`config.mk`:
```
export PLATFORM = sky130hd
export DESIGN_NAME = pu_seq
export DESIGN_NICKNAME = d
export VERILOG_FILES = /design/src/rtl/pu_seq.sv
export SDC_FILE = /design/constraint.sdc
export NUM_CORES = 1
export LEC_CHECK = 0
export ABC_AREA = 1
export CAP_MARGIN = 20
export CORE_UTILIZATION = 40
export DETAILED_ROUTE_END_ITERATION = 10
export GPL_ROUTABILITY_DRIVEN = 0
export PLACE_DENSITY = 0.76
export SLEW_MARGIN = 5
export SYNTH_ARGS = -nofsm -noshare
export SYNTH_HDL_FRONTEND = slang
export SYNTH_SLANG_ARGS = --single-unit
```
`constraint.sdc`:
```
create_clock -name clk -period 1.93 [get_ports clk]
set_clock_uncertainty 0.1 [all_clocks]
set_input_delay 0.386 -clock clk [delete_from_list [all_inputs] [get_ports clk]]
set_output_delay 0.386 -clock clk [all_outputs]
set_load 0.02 [all_outputs]
```
`src/rtl/pu_seq.sv`:
```
// Multi-cycle fetch/execute sequencer for the 16-bit processing unit.
// Shares one memory port between instruction fetch and LM/SM, and gates decoder enables once per instruction.
module pu_seq #(
  parameter int unsigned ICW = 16,
  parameter int unsigned TW  = 8,
  parameter int unsigned TMO = 200
) (
  input  logic           clk,
  input  logic           rst,
  input  logic           start,
  input  logic           step_en,
  input  logic           step,
  input  logic           mem_rdy,
  input  logic           dec_h,
  input  logic           dec_we,
  input  logic           dec_pcwe,
  input  logic           dec_dmwe,
  input  logic           dec_dms,
  output logic           mem_req,
  output logic           mem_sel,
  output logic           mem_we,
  output logic           ir_le,
  output logic           we_g,
  output logic           pcwe_g,
  output logic           pcinc,
  output logic           busy,
  output logic           halted,
  output logic           err,
  output logic [ICW-1:0] icnt
);

  localparam logic [2:0] S_IDLE  = 3'd0;
  localparam logic [2:0] S_FETCH = 3'd1;
  localparam logic [2:0] S_EXEC  = 3'd2;
  localparam logic [2:0] S_MEM   = 3'd3;
  localparam logic [2:0] S_PAUSE = 3'd4;
  localparam logic [2:0] S_HALT  = 3'd5;
  localparam logic [2:0] S_ERR   = 3'd6;

  logic [2:0]     r_state;
  logic [2:0]     w_state_nxt;
  logic [TW-1:0]  r_wcnt;
  logic [ICW-1:0] r_icnt;
  logic           w_retire;
  logic           w_timeout;

  // Last permitted wait cycle: a ready here still succeeds, no ready means the access has failed.
  assign w_timeout = !mem_rdy && (r_wcnt == TW'(TMO - 1));

  always_comb begin
    w_state_nxt = r_state;
    w_retire    = 1'b0;
    mem_req     = 1'b0;
    mem_sel     = 1'b0;
    mem_we      = 1'b0;
    ir_le       = 1'b0;
    we_g        = 1'b0;
    pcwe_g      = 1'b0;
    pcinc       = 1'b0;
    busy        = 1'b0;
    halted      = 1'b0;
    err         = 1'b0;
    case (r_state)
      S_IDLE: begin
        if (start) w_state_nxt = S_FETCH;
      end
      S_FETCH: begin
        busy    = 1'b1;
        mem_req = 1'b1;
        if (mem_rdy) begin
          ir_le       = 1'b1;
          w_state_nxt = S_EXEC;
        end else if (w_timeout) begin
          w_state_nxt = S_ERR;
        end
      end
      S_EXEC: begin
        busy = 1'b1;
        if (dec_h) begin
          w_state_nxt = S_HALT;
        end else if (dec_dms || dec_dmwe) begin
          w_state_nxt = S_MEM;
        end else begin
          we_g        = dec_we;
          pcwe_g      = dec_pcwe;
          pcinc       = !dec_pcwe;
          w_retire    = 1'b1;
          w_state_nxt = step_en ? S_PAUSE : S_FETCH;
        end
      end
      S_MEM: begin
        busy    = 1'b1;
        mem_req = 1'b1;
        mem_sel = 1'b1;
        mem_we  = dec_dmwe;
        if (mem_rdy) begin
          we_g        = dec_dms && dec_we;
          pcinc       = 1'b1;
          w_retire    = 1'b1;
          w_state_nxt = step_en ? S_PAUSE : S_FETCH;
        end else if (w_timeout) begin
          w_state_nxt = S_ERR;
        end
      end
      S_PAUSE: begin
        if (step || !step_en) w_state_nxt = S_FETCH;
      end
      S_HALT: begin
        halted = 1'b1;
      end
      S_ERR: begin
        err = 1'b1;
      end
      default: begin
        w_state_nxt = S_IDLE;
      end
    endcase
  end

  always_ff @(posedge clk) begin
    if (rst) begin
      r_state <= S_IDLE;
      r_wcnt  <= '0;
      r_icnt  <= '0;
    end else begin
      r_state <= w_state_nxt;
      // Every entry into FETCH/MEM is a state change, so this restarts the wait budget per access.
      if (w_state_nxt != r_state) begin
        r_wcnt <= '0;
      end else if (!mem_rdy && (r_state == S_FETCH || r_state == S_MEM)) begin
        r_wcnt <= r_wcnt + TW'(1);
      end
      if (w_retire && (r_icnt != '1)) begin
        r_icnt <= r_icnt + ICW'(1);
      end
    end
  end

  assign icnt = r_icnt;

endmodule

```
Word-level counts from Yosys, hierarchy flattened
Cells that the tools add are included.
Widths: inputs -> output; s select.
{"block": "op_classes", "addsub": 2, "n_reduce_logical": 15, "eq_ne": 9, "muxes": 30, "n_div": 0, "n_lt_le_gt_ge": 0, "bitwise_logic": 0, "mul": 0, "shifts": 0}
{"cell": "$mux 3", "count": 8}
{"cell": "$mux 1", "count": 18}
{"cell": "$pmux 3 s6", "count": 1}
{"cell": "$add 16x1->16 const B", "count": 1}
{"cell": "$ne 16x16->1 const B", "count": 1}
{"cell": "$eq 3x3->1 const B", "count": 3}
{"cell": "$add 8x1->8 const B", "count": 1}
{"cell": "$eq 8x8->1 const B", "count": 1}
{"cell": "$eq 3x2->1 const B", "count": 2}
{"cell": "$pmux 1 s2", "count": 3}
{"cell": "$reduce_or 2->1", "count": 3}
{"cell": "$logic_and 1x1->1", "count": 4}
{"cell": "$eq 3x1->1 const B", "count": 1}
{"cell": "$logic_not 1->1", "count": 3}
{"cell": "$logic_not 3->1", "count": 1}
{"cell": "$logic_or 1x1->1", "count": 3}
{"cell": "$ne 3x3->1", "count": 1}
{"cell": "$reduce_or 3->1", "count": 1}
{"block": "totals", "reg_bits": 27, "inputBits": 11, "mem_bits_rw": 0, "latchBits": 0, "out_inout_bits": 26, "romBits": 0, "word_cells": 59, "memories": 0}

Depth between registers and ports, before layout
Gate-level depths: netlist (run 1).
{"block": "logic_depth", "depth_word": 7, "depth_mapped": 12, "ltp_nobuf": 11}

Least setup slack after synthesis (run 1)
OpenSTA, ideal clock, no wires.
{"block": "synth_path", "kind": "reg-to-reg", "from": "register r_icnt[0] (netlist: icnt[0])", "to": "register r_icnt[0] (netlist: icnt[0])", "path_buffers": 1, "slack_ns": 0.139, "arrival_ns": 1.559, "path_stages_with_launch": 10, "setup_time_ns": 0.132, "required_ns": 1.698, "period_less_slack_ns": 1.791, "path_cell_list": "dfxtp_1 ha_1 nand3_1 nor3_1 nand3_1 nand2_4 inv_2 buf_6 o21ai_0 a21oi_1"}
{"block": "synth_between", "elab_chain_len": 2, "word_cells_on_any_way": 3, "classes_between": "1 x add/sub; 1 x eq/ne; 1 x reduce/logical"}
{"element": "start, declared", "line_no": "43", "source": "logic [ICW-1:0] r_icnt;"}
{"element": "start signal, assigned", "line_no": "134", "source": "r_icnt <= r_icnt + ICW'(1);"}
{"element": "branches (longest 2 deep; another with $add 16x1->16)"}
Parallel ways; which one is timed is not known.
A chain may end at the register's enable or synchronous reset.

Worst setup path in the final report (run 1)
{"block": "layout_path", "from": "input port dec_dms", "to": "output port we_g"}
{"block": "layout_between", "elab_chain_len": 4, "word_cells_on_any_way": 6, "classes_between": "4 x mux; 2 x reduce/logical"}
{"element": "start, declared", "line_no": "18", "source": "input logic dec_dms,"}
{"element": "$logic_or 1x1->1", "line_no": "81", "source": "end else if (dec_dms || dec_dmwe) begin"}
{"element": "$mux 1", "line_no": "81"}
{"element": "$mux 1", "line_no": "79", "source": "if (dec_h) begin"}
{"element": "$pmux 1 s2 (*)", "line_no": "63", "source": "case (r_state)"}
{"element": "end, declared", "line_no": "23", "source": "output logic we_g,"}
Every way passes the cells marked *; elsewhere a longest branch is shown, timed or not.

==> report_table.html, run 1 <==
<table>
<tr><th>Metric</th><th>Value</th></tr>
<tr><th colspan="2">Timing</th></tr>
<tr><td>Fmax</td><td>535.3 MHz</td></tr>
<tr><td>Setup TNS after final layout</td><td>0 ns</td></tr>
<tr><td>Fin crit share</td><td>96.78%</td></tr>
<tr><td>Final period demand of the worst path</td><td>1.868 ns</td></tr>
<tr><td>Final hold violation count</td><td>0</td></tr>
<tr><td>Fin. max-slew vios</td><td>0</td></tr>
<tr><td>Post-route worst setup slack</td><td>0.06206 ns</td></tr>
<tr><td>Max-Slew Margin vs Limit</td><td>82.64%</td></tr>
<tr><td>Final setup vio count</td><td>0</td></tr>
<tr><td>Least-Margin Pin Slew</td><td>0.2585 ns</td></tr>
<tr><th colspan="2">Cells and area</th></tr>
<tr><td>Total area of multi-input combinational cells</td><td>950.9 µm²</td></tr>
<tr><td>Total inserted antenna cells</td><td>0</td></tr>
<tr><td>Commonest cells after routing, fill and taps aside</td><td>sky130_fd_sc_hd__nand2_1 (65), sky130_fd_sc_hd__buf_4 (43), sky130_fd_sc_hd__nor2_1 (41)</td></tr>
<tr><td>Filler Cells Inserted</td><td>330</td></tr>
<tr><td>FF/Latch Area</td><td>543.0 µm²</td></tr>
<tr><td>Synthesis-to-finish area growth</td><td>47.80%</td></tr>
<tr><td>Non-filler instance count after layout</td><td>382</td></tr>
<tr><td>Most frequent standard cell in the layout excluding fill and tap cells</td><td>sky130_fd_sc_hd__nand2_1</td></tr>
<tr><td>Utilization of the core after routing</td><td>63.60%</td></tr>
<tr><td>Final net count</td><td>348</td></tr>
<tr><td>Fraction of layout cells with a size suffix above 1</td><td>21.86%</td></tr>
<tr><th colspan="2">Floorplan</th></tr>
<tr><td>CORE AREA</td><td>3771 µm²</td></tr>
<tr><td>Die area</td><td>4316 µm²</td></tr>
<tr><td>Starting density of the core</td><td>43.03%</td></tr>
<tr><td>Die W</td><td>65.70 µm</td></tr>
<tr><td>Core Rows</td><td>22</td></tr>
<tr><td>Vertical die dimension</td><td>65.70 µm</td></tr>
<tr><td>Ports placed on the boundary</td><td>37</td></tr>
<tr><th colspan="2">Clock tree</th></tr>
<tr><td>TritonCTS sink count</td><td>27</td></tr>
<tr><td>Num CTS Buffers</td><td>3</td></tr>
<tr><td>Number of buffers inserted for hold repair after clock tree synthesis</td><td>0</td></tr>
<tr><td>Number of buffers between clock root and the deepest sink</td><td>2</td></tr>
<tr><td>Max H-tree Level</td><td>1</td></tr>
<tr><td>Insertion delay of the later-clocked pin in the worst-skew pair</td><td>0.27 ns</td></tr>
<tr><td>Clock root buffer</td><td>sky130_fd_sc_hd__clkbuf_8</td></tr>
<tr><td>TritonCTS clock tree</td><td>built</td></tr>
<tr><td>Clock transition time at the flip-flop clock pins of the worst setup and hold paths</td><td>0.09 ns</td></tr>
<tr><th colspan="2">Place</th></tr>
<tr><td>Cells after DPL</td><td>377</td></tr>
<tr><td>Final HPWL from detailed placement</td><td>3182 µm</td></tr>
<tr><td>Port Buffers</td><td>36</td></tr>
<tr><td>Worst Setup Slack post-DPL</td><td>-0.5682 ns</td></tr>
<tr><th colspan="2">Setup path</th></tr>
<tr><td>Worst setup EP type</td><td>output port</td></tr>
<tr><td>Worst endpoint required time</td><td>1.44 ns</td></tr>
<tr><td>Maximum net fanout on the critical path</td><td>2</td></tr>
<tr><td>Arrival time at the worst endpoint</td><td>1.38 ns</td></tr>
<tr><td>Startpoint types</td><td>primary input</td></tr>
<tr><td>Type of the setup path with the least slack</td><td>primary input to output port</td></tr>
<tr><th colspan="2">Global route</th></tr>
<tr><td>Wire length of the first global-routing pass</td><td>6831 µm</td></tr>
<tr><td>Via count of the first global-routing pass</td><td>1,636</td></tr>
<tr><td>Total congestion overflow</td><td>0</td></tr>
<tr><td>Number of antenna violations at the first check in global routing</td><td>0</td></tr>
<tr><td>Pin count of the biggest net entering global routing</td><td>17</td></tr>
<tr><td>Overall Global Routing Usage</td><td>19.92%</td></tr>
<tr><th colspan="2">Routing</th></tr>
<tr><td>DRC</td><td>0</td></tr>
<tr><td>Average vias per placed instance</td><td>4.668</td></tr>
<tr><td>First drt pass iteration count</td><td>4</td></tr>
<tr><td>Remaining antenna violation count</td><td>0</td></tr>
<tr><td>Routed len/inst</td><td>10.55 µm</td></tr>
<tr><td>Number of vias in the routed layout</td><td>1,783</td></tr>
<tr><td>Detailed-route wire length</td><td>4029 µm</td></tr>
<tr><td>Initial detailed-routing violation count</td><td>85</td></tr>
<tr><th colspan="2">Logic synthesis</th></tr>
<tr><td>Warning count from the yosys run</td><td>0</td></tr>
<tr><td>Seq/Total Area, Yosys</td><td>33.31%</td></tr>
<tr><td>Unique cell type count in the Yosys netlist</td><td>25</td></tr>
<tr><td>Post-Synthesis Cells</td><td>255</td></tr>
<tr><td>Net Count, Synth</td><td>268</td></tr>
<tr><td>Number of storage elements in the synthesis netlist</td><td>27</td></tr>
<tr><td>Mean area per synthesized cell</td><td>6.364 µm²</td></tr>
<tr><td>Netlist Area Pre-Place</td><td>1623 µm²</td></tr>
<tr><th colspan="2">Run status</th></tr>
<tr><td>Status</td><td>finished clean</td></tr>
<tr><th colspan="2">Power and ir drop</th></tr>
<tr><td>Overall power of the completed layout</td><td>1.188 mW</td></tr>
<tr><td>Peak VDD IR</td><td>0.0003060 V</td></tr>
<tr><td>Static power due to leakage</td><td>0.9953 nW</td></tr>
<tr><td>Power density cells</td><td>495.4 nW/µm²</td></tr>
<tr><th colspan="2">Min path</th></tr>
<tr><td>Worst hold-check path type</td><td>register to register</td></tr>
<tr><th colspan="2">Run</th></tr>
<tr><td>Max-capacitance violation count</td><td>0</td></tr>
</table>
-- through the flow --
stage / instance area, µm² / hold slack [ns]
2_1_floorplan: 1623 / 0.3551
3_3_place_gp: 2341 / 0.3749
3_5_place_dp: 2341 / 0.3922
4_1_cts: 2385 / 0.4104
5_1_grt: 2399 / 0.3853
6_report: 2399 / 0.3633
-- synthesized netlist by cell type (all sizes together) --
| cell | instances | share of area [%] |
|---|---|---|
| nand2 | 68 | 16 |
| buf | 2 | 1.2 |
| clkbuf | 1 | 0.23 |
| nor3b | 1 | 0.46 |
| inv | 35 | 8.1 |
| o21bai | 2 | 0.92 |
| a21oi | 14 | 4.3 |
| nand3 | 21 | 7.4 |
| o21ai | 13 | 4.2 |
| xor2 | 6 | 3.2 |
| nor2 | 45 | 11 |
| nor3 | 7 | 2.2 |
| dfxtp | 27 | 33 |
| xnor2 | 5 | 2.7 |
| ha | 2 | 1.5 |
| nand4 | 5 | 2.3 |
| o2111ai | 1 | 0.54 |
-- power breakdown --
group | internal (mW) | total [mW] | leakage (nW) | switching [mW]
logic | 0.136 | 0.283 | 0.755 | 0.147
clock network | 0.147 | 0.330 | 0.0217 | 0.184
registers | 0.567 | 0.575 | 0.219 | 0.00856
total | 0.850 | 1.19 | 0.995 | 0.339
-- worst max-delay path, cell delays in order --
cell and delay [ns]:
sky130_fd_sc_hd__clkdlybuf4s50_1 0.49, sky130_fd_sc_hd__buf_4 0.12, sky130_fd_sc_hd__nand3_1 0.08, sky130_fd_sc_hd__a21oi_1 0.15, sky130_fd_sc_hd__buf_4 0.15
-- per-layer routing --
metal	global-route usage, %	vias to the layer above	routed length, µm
met1	24.52	775	1949
met5	0	-	0
met2	35.97	36	1896
met4	4.076	0	62
li1	-	965	-
met3	3.125	7	121
-- kinds of logic after synthesis --
family          count (synthesis)  synth area share (%)
xor+xnor                       11                 5.937
compound gates                 30                 10.02
flops                          27                 33.31
fa+ha+maj                       2                 1.542
simple gates                  147                 39.71
buf+inv                        38                 9.483
-- repair_timing --
action / 4_1_cts / 5_1_grt
gates resized for setup: 27 / 15
setup buffers: 1 / 0
endpoints found under the setup margin: 10 / 20
pin swaps: 1 / 6
-- area by class of cell --
type / count / area share (%)
Multi-Input combinational cell: 190 / 39.65
Sequential cell: 27 / 22.64
Inverter: 35 / 5.477
Clock buffer: 3 / 1.721
Clock inverter: 1 / 0.3130
Tap cell: 48 / 2.504
Timing Repair Buffer: 78 / 27.70
-- flip-flops by register name (all words and copies together) (netlist names) --
name	flops
r_wcnt	8
r_state	3
icnt	16
-- path summary, 6_finish.rpt --
| check | slack [ns] | endpoint | depth (start not counted) | from |
|---|---|---|---|---|
| max | 0.06 | we_g | 5 | dec_dms |
| min | 0.36 | icnt[0] | 1 | icnt[0] |
| max reg2reg | 0.20 | icnt[0] | 9 | icnt[0] |
| min reg2reg | 0.36 | icnt[0] | 1 | icnt[0] |
(Power assumes the default switching activity.)
==> run 2: changes to the inputs <==
ABC_AREA = default   (was 1)
SETUP_SLACK_MARGIN = 0.15   (was default)
==> report_table.html, run 2 <==
<table>
<tr><th>Metric</th><th>Value</th></tr>
<tr><th colspan="2">Run status</th></tr>
<tr><td>Status</td><td>finished with violations</td></tr>
<tr><td>Failing checks</td><td>setup timing</td></tr>
<tr><th colspan="2">Logic synthesis</th></tr>
<tr><td>Net Count, Synth</td><td>211 (-21%)</td></tr>
<tr><td>Number of enable flip-flop cells after synthesis</td><td>0 (unchanged)</td></tr>
<tr><td>Leading area contributor after synthesis</td><td>sky130_fd_sc_hd__dfxtp_1</td></tr>
<tr><td>Top cells by area, synth</td><td>sky130_fd_sc_hd__dfxtp_1 (34%), sky130_fd_sc_hd__nand2_1 (4.9%), sky130_fd_sc_hd__a21oi_1 (4.7%), sky130_fd_sc_hd__nor2_1 (3.8%), sky130_fd_sc_hd__and3_1 (3.5%)</td></tr>
<tr><td>Number of storage elements in the synthesis netlist</td><td>27 (unchanged)</td></tr>
<tr><td>Warning count from the yosys run</td><td>0 (unchanged)</td></tr>
<tr><td>Ys flop type</td><td>sky130_fd_sc_hd__dfxtp_1</td></tr>
<tr><td>Netlist Area Pre-Place</td><td>1599 µm² (-1.5%)</td></tr>
<tr><td>Async set or reset register ratio after synthesis</td><td>0% (unchanged)</td></tr>
<tr><td>Most frequent cells after synthesis</td><td>sky130_fd_sc_hd__dfxtp_1 (27), sky130_fd_sc_hd__nand2_1 (21), sky130_fd_sc_hd__nor2_1 (16)</td></tr>
<tr><td>Post-Synthesis Cells</td><td>198 (-22%)</td></tr>
<tr><td>Share of the synthesized area in the top cell type</td><td>33.80% (+0.50 points)</td></tr>
<tr><td>Seq/Total Area, Yosys</td><td>33.80% (+0.50 points)</td></tr>
<tr><td>Top-count cell post-synth</td><td>sky130_fd_sc_hd__dfxtp_1</td></tr>
<tr><td>Unique cell type count in the Yosys netlist</td><td>45 (+80%)</td></tr>
<tr><td>Mean area per synthesized cell</td><td>8.076 µm² (+27%)</td></tr>
<tr><th colspan="2">Floorplan</th></tr>
<tr><td>CORE AREA</td><td>3744 µm² (-0.73%)</td></tr>
<tr><td>Die area</td><td>4254 µm² (-1.4%)</td></tr>
<tr><td>Core Rows</td><td>22 (unchanged)</td></tr>
<tr><td>Starting density of the core</td><td>42.71% (-0.32 points)</td></tr>
<tr><td>Die W</td><td>65.23 µm (-0.72%)</td></tr>
<tr><td>Ports placed on the boundary</td><td>37 (unchanged)</td></tr>
<tr><td>Vertical die dimension</td><td>65.23 µm (-0.72%)</td></tr>
<tr><th colspan="2">Cells and area</th></tr>
<tr><td>Utilization of the core after routing</td><td>68.72% (+5.1 points)</td></tr>
<tr><td>Total inserted antenna cells</td><td>0 (unchanged)</td></tr>
<tr><td>Most frequent standard cell in the layout excluding fill and tap cells</td><td>sky130_fd_sc_hd__buf_4</td></tr>
<tr><td>Fraction of layout cells with a size suffix above 1</td><td>40.88% (+19 points)</td></tr>
<tr><td>Number of flip-flops under the largest register name</td><td>16 (unchanged)</td></tr>
<tr><td>Final net count</td><td>288 (-17%)</td></tr>
<tr><td>Commonest cells after routing, fill and taps aside</td><td>sky130_fd_sc_hd__buf_4 (38), sky130_fd_sc_hd__nand2_1 (21), sky130_fd_sc_hd__dfxtp_1 (15), sky130_fd_sc_hd__dlygate4sd2_1 (15), sky130_fd_sc_hd__nor2_1 (14)</td></tr>
<tr><td>Synthesis-to-finish area growth</td><td>60.88%</td></tr>
<tr><th colspan="2">Timing</th></tr>
<tr><td>Post-route worst setup slack</td><td>-0.1014 ns (-0.1634 ns)</td></tr>
<tr><td>Fin. max-slew vios</td><td>0 (unchanged)</td></tr>
<tr><td>RSZ-0062 raised after global routing</td><td>yes</td></tr>
<tr><td>Setup TNS after final layout</td><td>-0.7850 ns (-0.7850 ns)</td></tr>
<tr><td>Fmax</td><td>492.3 MHz (-8.0%)</td></tr>
<tr><td>Max-Slew Margin vs Limit</td><td>74.01% (-8.6 points)</td></tr>
<tr><td>Final hold violation count</td><td>0 (unchanged)</td></tr>
<tr><td>Final setup vio count</td><td>8 (+8)</td></tr>
<tr><td>Fin crit share</td><td>105.3% (+8.5 points)</td></tr>
<tr><td>Final period demand of the worst path</td><td>2.031 ns (+0.1634 ns)</td></tr>
<tr><td>Hold_ws</td><td>0.4173 ns (+0.05409 ns)</td></tr>
<tr><td>Least-Margin Pin Slew</td><td>0.3866 ns (+0.1281 ns)</td></tr>
<tr><th colspan="2">Setup path</th></tr>
<tr><td>Worst reg-to-reg setup slack</td><td>-0.10 ns (-0.30 ns)</td></tr>
<tr><td>Worst setup path startpoint</td><td>r_wcnt[1]</td></tr>
<tr><td>Critical R2R Launch</td><td>r_wcnt[1]</td></tr>
<tr><td>End of the worst register-to-register path</td><td>r_wcnt[5]</td></tr>
<tr><td>Worst Reg-to-Reg Cells</td><td>7 (-2)</td></tr>
<tr><td>Type of the setup path with the least slack</td><td>register to register</td></tr>
<tr><td>Worst setup EP type</td><td>register</td></tr>
<tr><td>Startpoint types</td><td>register</td></tr>
<tr><td>Maximum net fanout on the critical path</td><td>8 (+6)</td></tr>
<tr><td>Worst endpoint required time</td><td>2.00 ns (+0.56 ns)</td></tr>
<tr><td>Arrival time at the worst endpoint</td><td>2.10 ns (+0.72 ns)</td></tr>
<tr><th colspan="2">Power and ir drop</th></tr>
<tr><td>Overall power of the completed layout</td><td>1.108 mW (-6.8%)</td></tr>
<tr><td>Static power due to leakage</td><td>1.131 nW (+14%)</td></tr>
<tr><td>Power density cells</td><td>430.6 nW/µm² (-13%)</td></tr>
<tr><td>Peak VDD IR</td><td>0.0003134 V (+2.4%)</td></tr>
<tr><th colspan="2">Routing</th></tr>
<tr><td>Average vias per placed instance</td><td>5.658 (+21%)</td></tr>
<tr><td>Number of vias in the routed layout</td><td>1,822 (+2.2%)</td></tr>
<tr><td>Initial detailed-routing violation count</td><td>85 (unchanged)</td></tr>
<tr><td>Routed len/inst</td><td>15.47 µm (+47%)</td></tr>
<tr><td>DRC</td><td>0 (unchanged)</td></tr>
<tr><td>Remaining antenna violation count</td><td>0 (unchanged)</td></tr>
<tr><td>Detailed-route wire length</td><td>4981 µm (+24%)</td></tr>
<tr><td>First drt pass iteration count</td><td>4 (unchanged)</td></tr>
<tr><th colspan="2">Place</th></tr>
<tr><td>Port Buffers</td><td>36 (unchanged)</td></tr>
<tr><td>Final HPWL from detailed placement</td><td>3136 µm (-1.4%)</td></tr>
<tr><th colspan="2">Min path</th></tr>
<tr><td>Instance count along the most critical hold path</td><td>2 (+1)</td></tr>
<tr><td>Worst hold-check path type</td><td>register to register</td></tr>
<tr><td>Endpoint of the worst hold path</td><td>icnt[1]</td></tr>
<tr><td>Startpoint of the tightest hold check path</td><td>icnt[1]</td></tr>
<tr><th colspan="2">Clock tree</th></tr>
<tr><td>Clock root buffer</td><td>sky130_fd_sc_hd__clkbuf_8</td></tr>
<tr><td>TritonCTS clock tree</td><td>built</td></tr>
<tr><td>Number of buffers inserted for hold repair after clock tree synthesis</td><td>0 (unchanged)</td></tr>
<tr><td>Number of buffers between clock root and the deepest sink</td><td>2 (unchanged)</td></tr>
<tr><td>Insertion delay of the later-clocked pin in the worst-skew pair</td><td>0.28 ns (about the same)</td></tr>
<tr><td>Num CTS Buffers</td><td>3 (unchanged)</td></tr>
<tr><td>Max H-tree Level</td><td>1 (unchanged)</td></tr>
<tr><td>TritonCTS sink count</td><td>27 (unchanged)</td></tr>
<tr><td>Clock transition time at the flip-flop clock pins of the worst setup and hold paths</td><td>0.10 ns (about the same)</td></tr>
<tr><th colspan="2">Global route</th></tr>
<tr><td>Overall Global Routing Usage</td><td>21.77% (+1.8 points)</td></tr>
<tr><td>Via count of the first global-routing pass</td><td>1,662 (+1.6%)</td></tr>
<tr><td>Total congestion overflow</td><td>0 (unchanged)</td></tr>
<tr><td>Pin count of the biggest net entering global routing</td><td>17 (unchanged)</td></tr>
<tr><td>Wire length of the first global-routing pass</td><td>7452 µm (+9.1%)</td></tr>
<tr><td>Number of antenna violations at the first check in global routing</td><td>0 (unchanged)</td></tr>
<tr><th colspan="2">Run</th></tr>
<tr><td>Max-capacitance violation count</td><td>0 (unchanged)</td></tr>
</table>
==> run 2: cell count changes in the layout (fill, tap and decap cells not counted), sizes merged, moves of 5 or more <==
cell and delta:
nand2 -47, inv -30, nor2 -29, clkdlybuf4s50 -18, nand3 -16, dlygate4sd2 +13
and3 +9, buf +9, or3 +5
==> run 2: layer usage <==
metal  track usage [%]  vias up  wire length [µm]
li1                  -      883                 -
met1             29.46      869              2199
met2             36.47       63              2452
met3             3.125        7               274
met4             4.620        0                55
met5                 0        -                 0
==> run 2: metrics by stage <==
stage / setup WS (ns) / std cells / instance area (µm²)
after floorplan: -0.04627 / 198 / 1643
after CTS: -0.09097 / 320 / 2429
final: -0.1014 / 322 / 2572
after global routing: -0.1978 / 322 / 2572
after global placement: -0.4673 / 316 / 2340
after detailed placement: -0.5217 / 316 / 2340
==> run 2: cell families (layout without fill, tap and decap cells) <==
logic type               after synthesis  in the layout  share of synthesized area (%)
AO/OA/AOI/OAI                         39             39                          15.65
multiplexers                           6              6                          3.991
flip-flops                            27             27                          33.80
AND/OR/NAND/NOR                      102            102                          36.23
XOR/XNOR                               9              9                          4.930
buffers and inverters                 13             89                          3.834
adder cells (fa/ha/maj)                2              2                          1.565
==> run 2: repair_timing <==
item                                   4_1_cts  5_1_grt
setup buffers                                0        2
setup endpoints to repair                   49       34
endpoints found under the hold margin        0        0
pin swaps                                   19       14
resized for setup                           84       41
==> run 2: how the worst max path moves through the flow <==
| stage | end | slack, ns | cells after the start |
|---|---|---|---|
| 2_1_floorplan | r_wcnt[2] | -0.05 | 7 |
| 3_3_place_gp | r_wcnt[6] | -0.47 | 6 |
| 3_5_place_dp | pcinc | -0.52 | 5 |
| 4_1_cts | r_wcnt[5] | -0.09 | 7 |
| 5_1_grt | r_wcnt[1] | -0.20 | 7 |
| 6_report | r_wcnt[5] | -0.10 | 7 |
==> run 2: area by class of cell <==
type                    instances  area [µm²]
clock buffers                   3       41.29
clock inverters                 1       6.256
fillers                       301        1171
inverters                       4       15.01
multi-input cells             158        1194
flip-flops and latches         27       563.0
well taps                      48       60.06
repair buffers                 81       693.2
==> run 2: report_power, final <==
group / internal [mW] / switching, mW
combinational: 0.103 / 0.107
sequential: 0.559 / 0.00593
clock: 0.148 / 0.185
==> run 2: critical path, cell delays in order, from the launching register on <==
cell,delay [ns]
sky130_fd_sc_hd__dfxtp_4,0.37
sky130_fd_sc_hd__ha_4,0.13
sky130_fd_sc_hd__nand4b_1,0.15
sky130_fd_sc_hd__or4b_4,0.55
sky130_fd_sc_hd__o41ai_4,0.24
sky130_fd_sc_hd__nand4bb_1,0.19
sky130_fd_sc_hd__buf_6,0.15
sky130_fd_sc_hd__nor3_1,0.05
==> run 3: changes to the inputs <==
REMOVE_ABC_BUFFERS = 1   (was default)
==> report_table.html, run 3 (same netlist as run 2, synthesis figures left out) <==
<table>
<tr><th>Metric</th><th>Value</th></tr>
<tr><th colspan="2">Place</th></tr>
<tr><td>Worst Setup Slack post-DPL</td><td>-0.5966 ns (-0.07483 ns)</td></tr>
<tr><td>Port Buffers</td><td>36 (unchanged)</td></tr>
<tr><td>Cells after DPL</td><td>323 (+2.2%)</td></tr>
<tr><td>Area post-placement</td><td>2349 µm² (+0.37%)</td></tr>
<tr><td>Final HPWL from detailed placement</td><td>3090 µm (-1.5%)</td></tr>
<tr><th colspan="2">Global route</th></tr>
<tr><td>Overall Global Routing Usage</td><td>23.60% (+1.8 points)</td></tr>
<tr><td>Via count of the first global-routing pass</td><td>1,793 (+7.9%)</td></tr>
<tr><td>Total congestion overflow</td><td>0 (unchanged)</td></tr>
<tr><td>Number of antenna violations at the first check in global routing</td><td>0 (unchanged)</td></tr>
<tr><td>Wire length of the first global-routing pass</td><td>7886 µm (+5.8%)</td></tr>
<tr><td>Pin count of the biggest net entering global routing</td><td>16 (-1)</td></tr>
<tr><th colspan="2">Setup path</th></tr>
<tr><td>Startpoint types</td><td>register</td></tr>
<tr><td>End of the worst register-to-register path</td><td>r_wcnt[1]</td></tr>
<tr><td>Critical R2R Launch</td><td>r_wcnt[0]</td></tr>
<tr><td>Arrival time at the worst endpoint</td><td>2.09 ns (about the same)</td></tr>
<tr><td>Worst reg-to-reg setup slack</td><td>-0.10 ns (about the same)</td></tr>
<tr><td>Worst setup EP type</td><td>register</td></tr>
<tr><td>Type of the setup path with the least slack</td><td>register to register</td></tr>
<tr><td>Worst Reg-to-Reg Cells</td><td>7 (unchanged)</td></tr>
<tr><td>Worst endpoint required time</td><td>1.99 ns (about the same)</td></tr>
<tr><td>Maximum net fanout on the critical path</td><td>8 (unchanged)</td></tr>
<tr><th colspan="2">Run status</th></tr>
<tr><td>Status</td><td>finished with violations</td></tr>
<tr><td>Failing checks</td><td>setup timing</td></tr>
<tr><th colspan="2">Cells and area</th></tr>
<tr><td>Synthesis-to-finish area growth</td><td>74.80%</td></tr>
<tr><td>Total area of multi-input combinational cells</td><td>1256 µm² (+5.2%)</td></tr>
<tr><td>Most frequent standard cell in the layout excluding fill and tap cells</td><td>sky130_fd_sc_hd__buf_4</td></tr>
<tr><td>Fraction of layout cells with a size suffix above 1</td><td>46.62% (+5.7 points)</td></tr>
<tr><td>Final net count</td><td>310 (+7.6%)</td></tr>
<tr><td>FF/Latch Area</td><td>554.3 µm² (-1.6%)</td></tr>
<tr><td>Total inserted antenna cells</td><td>0 (unchanged)</td></tr>
<tr><td>Non-filler instance count after layout</td><td>344 (+6.8%)</td></tr>
<tr><td>Commonest cells after routing, fill and taps aside</td><td>sky130_fd_sc_hd__buf_4 (54), sky130_fd_sc_hd__dlygate4sd2_1 (20), sky130_fd_sc_hd__nand2_1 (19)</td></tr>
<tr><td>Filler Cells Inserted</td><td>273 (-9.3%)</td></tr>
<tr><td>Total non-filler cell area in the finished layout</td><td>2795 µm² (+8.7%)</td></tr>
<tr><td>Number of flip-flops under the largest register name</td><td>16 (unchanged)</td></tr>
<tr><th colspan="2">Clock tree</th></tr>
<tr><td>TritonCTS sink count</td><td>27 (unchanged)</td></tr>
<tr><td>TritonCTS clock tree</td><td>built</td></tr>
<tr><td>Number of buffers inserted for hold repair after clock tree synthesis</td><td>0 (unchanged)</td></tr>
<tr><td>Max H-tree Level</td><td>1 (unchanged)</td></tr>
<tr><td>Clock root buffer</td><td>sky130_fd_sc_hd__clkbuf_8</td></tr>
<tr><td>Num CTS Buffers</td><td>3 (unchanged)</td></tr>
<tr><td>Number of buffers between clock root and the deepest sink</td><td>2 (unchanged)</td></tr>
<tr><td>Clock transition time at the flip-flop clock pins of the worst setup and hold paths</td><td>0.11 ns (about the same)</td></tr>
<tr><td>Insertion delay of the later-clocked pin in the worst-skew pair</td><td>0.29 ns (about the same)</td></tr>
<tr><th colspan="2">Min path</th></tr>
<tr><td>Endpoint of the worst hold path</td><td>icnt[9]</td></tr>
<tr><td>Worst hold-check path type</td><td>register to register</td></tr>
<tr><td>Startpoint of the tightest hold check path</td><td>icnt[9]</td></tr>
<tr><td>Instance count along the most critical hold path</td><td>2 (unchanged)</td></tr>
<tr><th colspan="2">Power and ir drop</th></tr>
<tr><td>Switching share of power</td><td>28.17% (+1.3 points)</td></tr>
<tr><td>Sw power</td><td>321.0 µW (+7.9%)</td></tr>
<tr><td>Part of the power in combinational logic</td><td>19.8% (+0.9 points)</td></tr>
<tr><td>Relative contribution of the clock network to total power</td><td>30.3% (+0.2 points)</td></tr>
<tr><td>Peak VDD IR</td><td>0.0003476 V (+11%)</td></tr>
<tr><td>Static power due to leakage</td><td>1.262 nW (+12%)</td></tr>
<tr><td>Internal power</td><td>818.5 µW (+1.0%)</td></tr>
<tr><td>Power density cells</td><td>407.7 nW/µm² (-5.3%)</td></tr>
<tr><td>Share of total power in sequential cells</td><td>49.9% (-1.1 points)</td></tr>
<tr><th colspan="2">Floorplan</th></tr>
<tr><td>Starting density of the core</td><td>42.71% (unchanged)</td></tr>
<tr><td>CORE AREA</td><td>3744 µm² (unchanged)</td></tr>
<tr><td>Vertical die dimension</td><td>65.23 µm (unchanged)</td></tr>
<tr><td>Die W</td><td>65.23 µm (unchanged)</td></tr>
<tr><td>Die area</td><td>4254 µm² (unchanged)</td></tr>
<tr><td>Ports placed on the boundary</td><td>37 (unchanged)</td></tr>
<tr><td>Core Rows</td><td>22 (unchanged)</td></tr>
<tr><th colspan="2">Timing</th></tr>
<tr><td>Least-Margin Pin Slew</td><td>0.3661 ns (-0.02052 ns)</td></tr>
<tr><td>Setup TNS after final layout</td><td>-0.8776 ns (-0.09256 ns)</td></tr>
<tr><td>Max-Slew Margin vs Limit</td><td>75.34% (+1.3 points)</td></tr>
<tr><td>Fin crit share</td><td>105.3% (about the same)</td></tr>
<tr><td>Final period demand of the worst path</td><td>2.032 ns (+0.0009020 ns)</td></tr>
<tr><td>Final setup vio count</td><td>10 (+2)</td></tr>
<tr><td>RSZ-0062 raised after global routing</td><td>yes</td></tr>
<tr><td>Final hold violation count</td><td>0 (unchanged)</td></tr>
<tr><td>Fin. max-slew vios</td><td>0 (unchanged)</td></tr>
<tr><td>Fmax</td><td>492.1 MHz (about the same)</td></tr>
<tr><td>Post-route worst setup slack</td><td>-0.1023 ns (-0.0009020 ns)</td></tr>
<tr><th colspan="2">Routing</th></tr>
<tr><td>Routed len/inst</td><td>15.78 µm (+2.0%)</td></tr>
<tr><td>Initial detailed-routing violation count</td><td>91 (+7.1%)</td></tr>
<tr><td>Detailed-route wire length</td><td>5428 µm (+9.0%)</td></tr>
<tr><td>Remaining antenna violation count</td><td>0 (unchanged)</td></tr>
<tr><td>Average vias per placed instance</td><td>5.669 (+0.18%)</td></tr>
<tr><td>DRC</td><td>0 (unchanged)</td></tr>
<tr><td>First drt pass iteration count</td><td>4 (unchanged)</td></tr>
<tr><td>Number of vias in the routed layout</td><td>1,950 (+7.0%)</td></tr>
<tr><th colspan="2">Run</th></tr>
<tr><td>Max-capacitance violation count</td><td>0 (unchanged)</td></tr>
</table>
## run 3: metrics by stage
stage | total power, mW | util, % | hold slack [ns]
after floorplan | 0.6527 | - | 0.3551
after global placement | 0.7653 | 62.73 | 0.3999
after detailed placement | 0.7679 | 62.73 | 0.4140
after CTS | 1.114 | 69.02 | 0.4306
after global routing | 1.173 | 74.67 | 0.4360
final | 1.140 | 74.67 | 0.4203
## run 3: worst max-delay path, cell delays in order, from the launching register on
cell and delay (ns):
sky130_fd_sc_hd__dfxtp_2 0.37, sky130_fd_sc_hd__ha_4 0.14, sky130_fd_sc_hd__nand4b_1 0.13, sky130_fd_sc_hd__or4b_4 0.53, sky130_fd_sc_hd__o41ai_4 0.24, sky130_fd_sc_hd__nand4bb_1 0.20, sky130_fd_sc_hd__buf_6 0.15, sky130_fd_sc_hd__nor3_1 0.05
## run 3: layer usage
| metal | track usage (%) | share of wire [%] | vias to the layer above |
|---|---|---|---|
| met5 | 0 | 0 | - |
| met4 | 10.05 | 3.1 | 0 |
| met3 | 4.514 | 5.3 | 18 |
| met2 | 42.78 | 52 | 75 |
| met1 | 26.57 | 40 | 927 |
| li1 | - | - | 930 |
## run 3: power by group through the flow
| stage | Clock (mW) | Combinational [mW] | Sequential, mW |
|---|---|---|---|
| after floorplan | 0 | 0.0675 | 0.585 |
| after global placement | 0 | 0.187 | 0.579 |
| after detailed placement | 0 | 0.189 | 0.579 |
| after CTS | 0.342 | 0.205 | 0.567 |
| after global routing | 0.361 | 0.242 | 0.570 |
| final | 0.345 | 0.226 | 0.568 |
## run 3: layout make-up
cell class | count | area share, %
Multi-Input combinational cell | 159 | 44.94
Timing Repair Buffer | 102 | 30.89
Sequential cell | 27 | 19.83
Tap cell | 48 | 2.149
Clock buffer | 3 | 1.477
Inverter | 4 | 0.5372
Clock inverter | 1 | 0.1791
## run 3: worst max path at each step
stage | startpoint | end | slack (ns) | depth (start not counted)
final | r_wcnt[0] | r_wcnt[1] | -0.10 | 7
after global routing | r_wcnt[0] | r_wcnt[1] | -0.14 | 7
after CTS | r_wcnt[0] | r_wcnt[1] | -0.04 | 7
after detailed placement | mem_rdy | r_wcnt[7] | -0.60 | 7
after global placement | mem_rdy | r_wcnt[5] | -0.49 | 7
after floorplan | r_state[0] | icnt[9] | -0.24 | 5
## run 3: what timing repair did
item | CTS | global route
cloned | 1 | 0
endpoints found under the setup margin | 49 | 34
endpoints found under the hold margin | 0 | 0
buffers inserted | 7 | 9
pin swaps | 23 | 21
resized for setup | 110 | 45
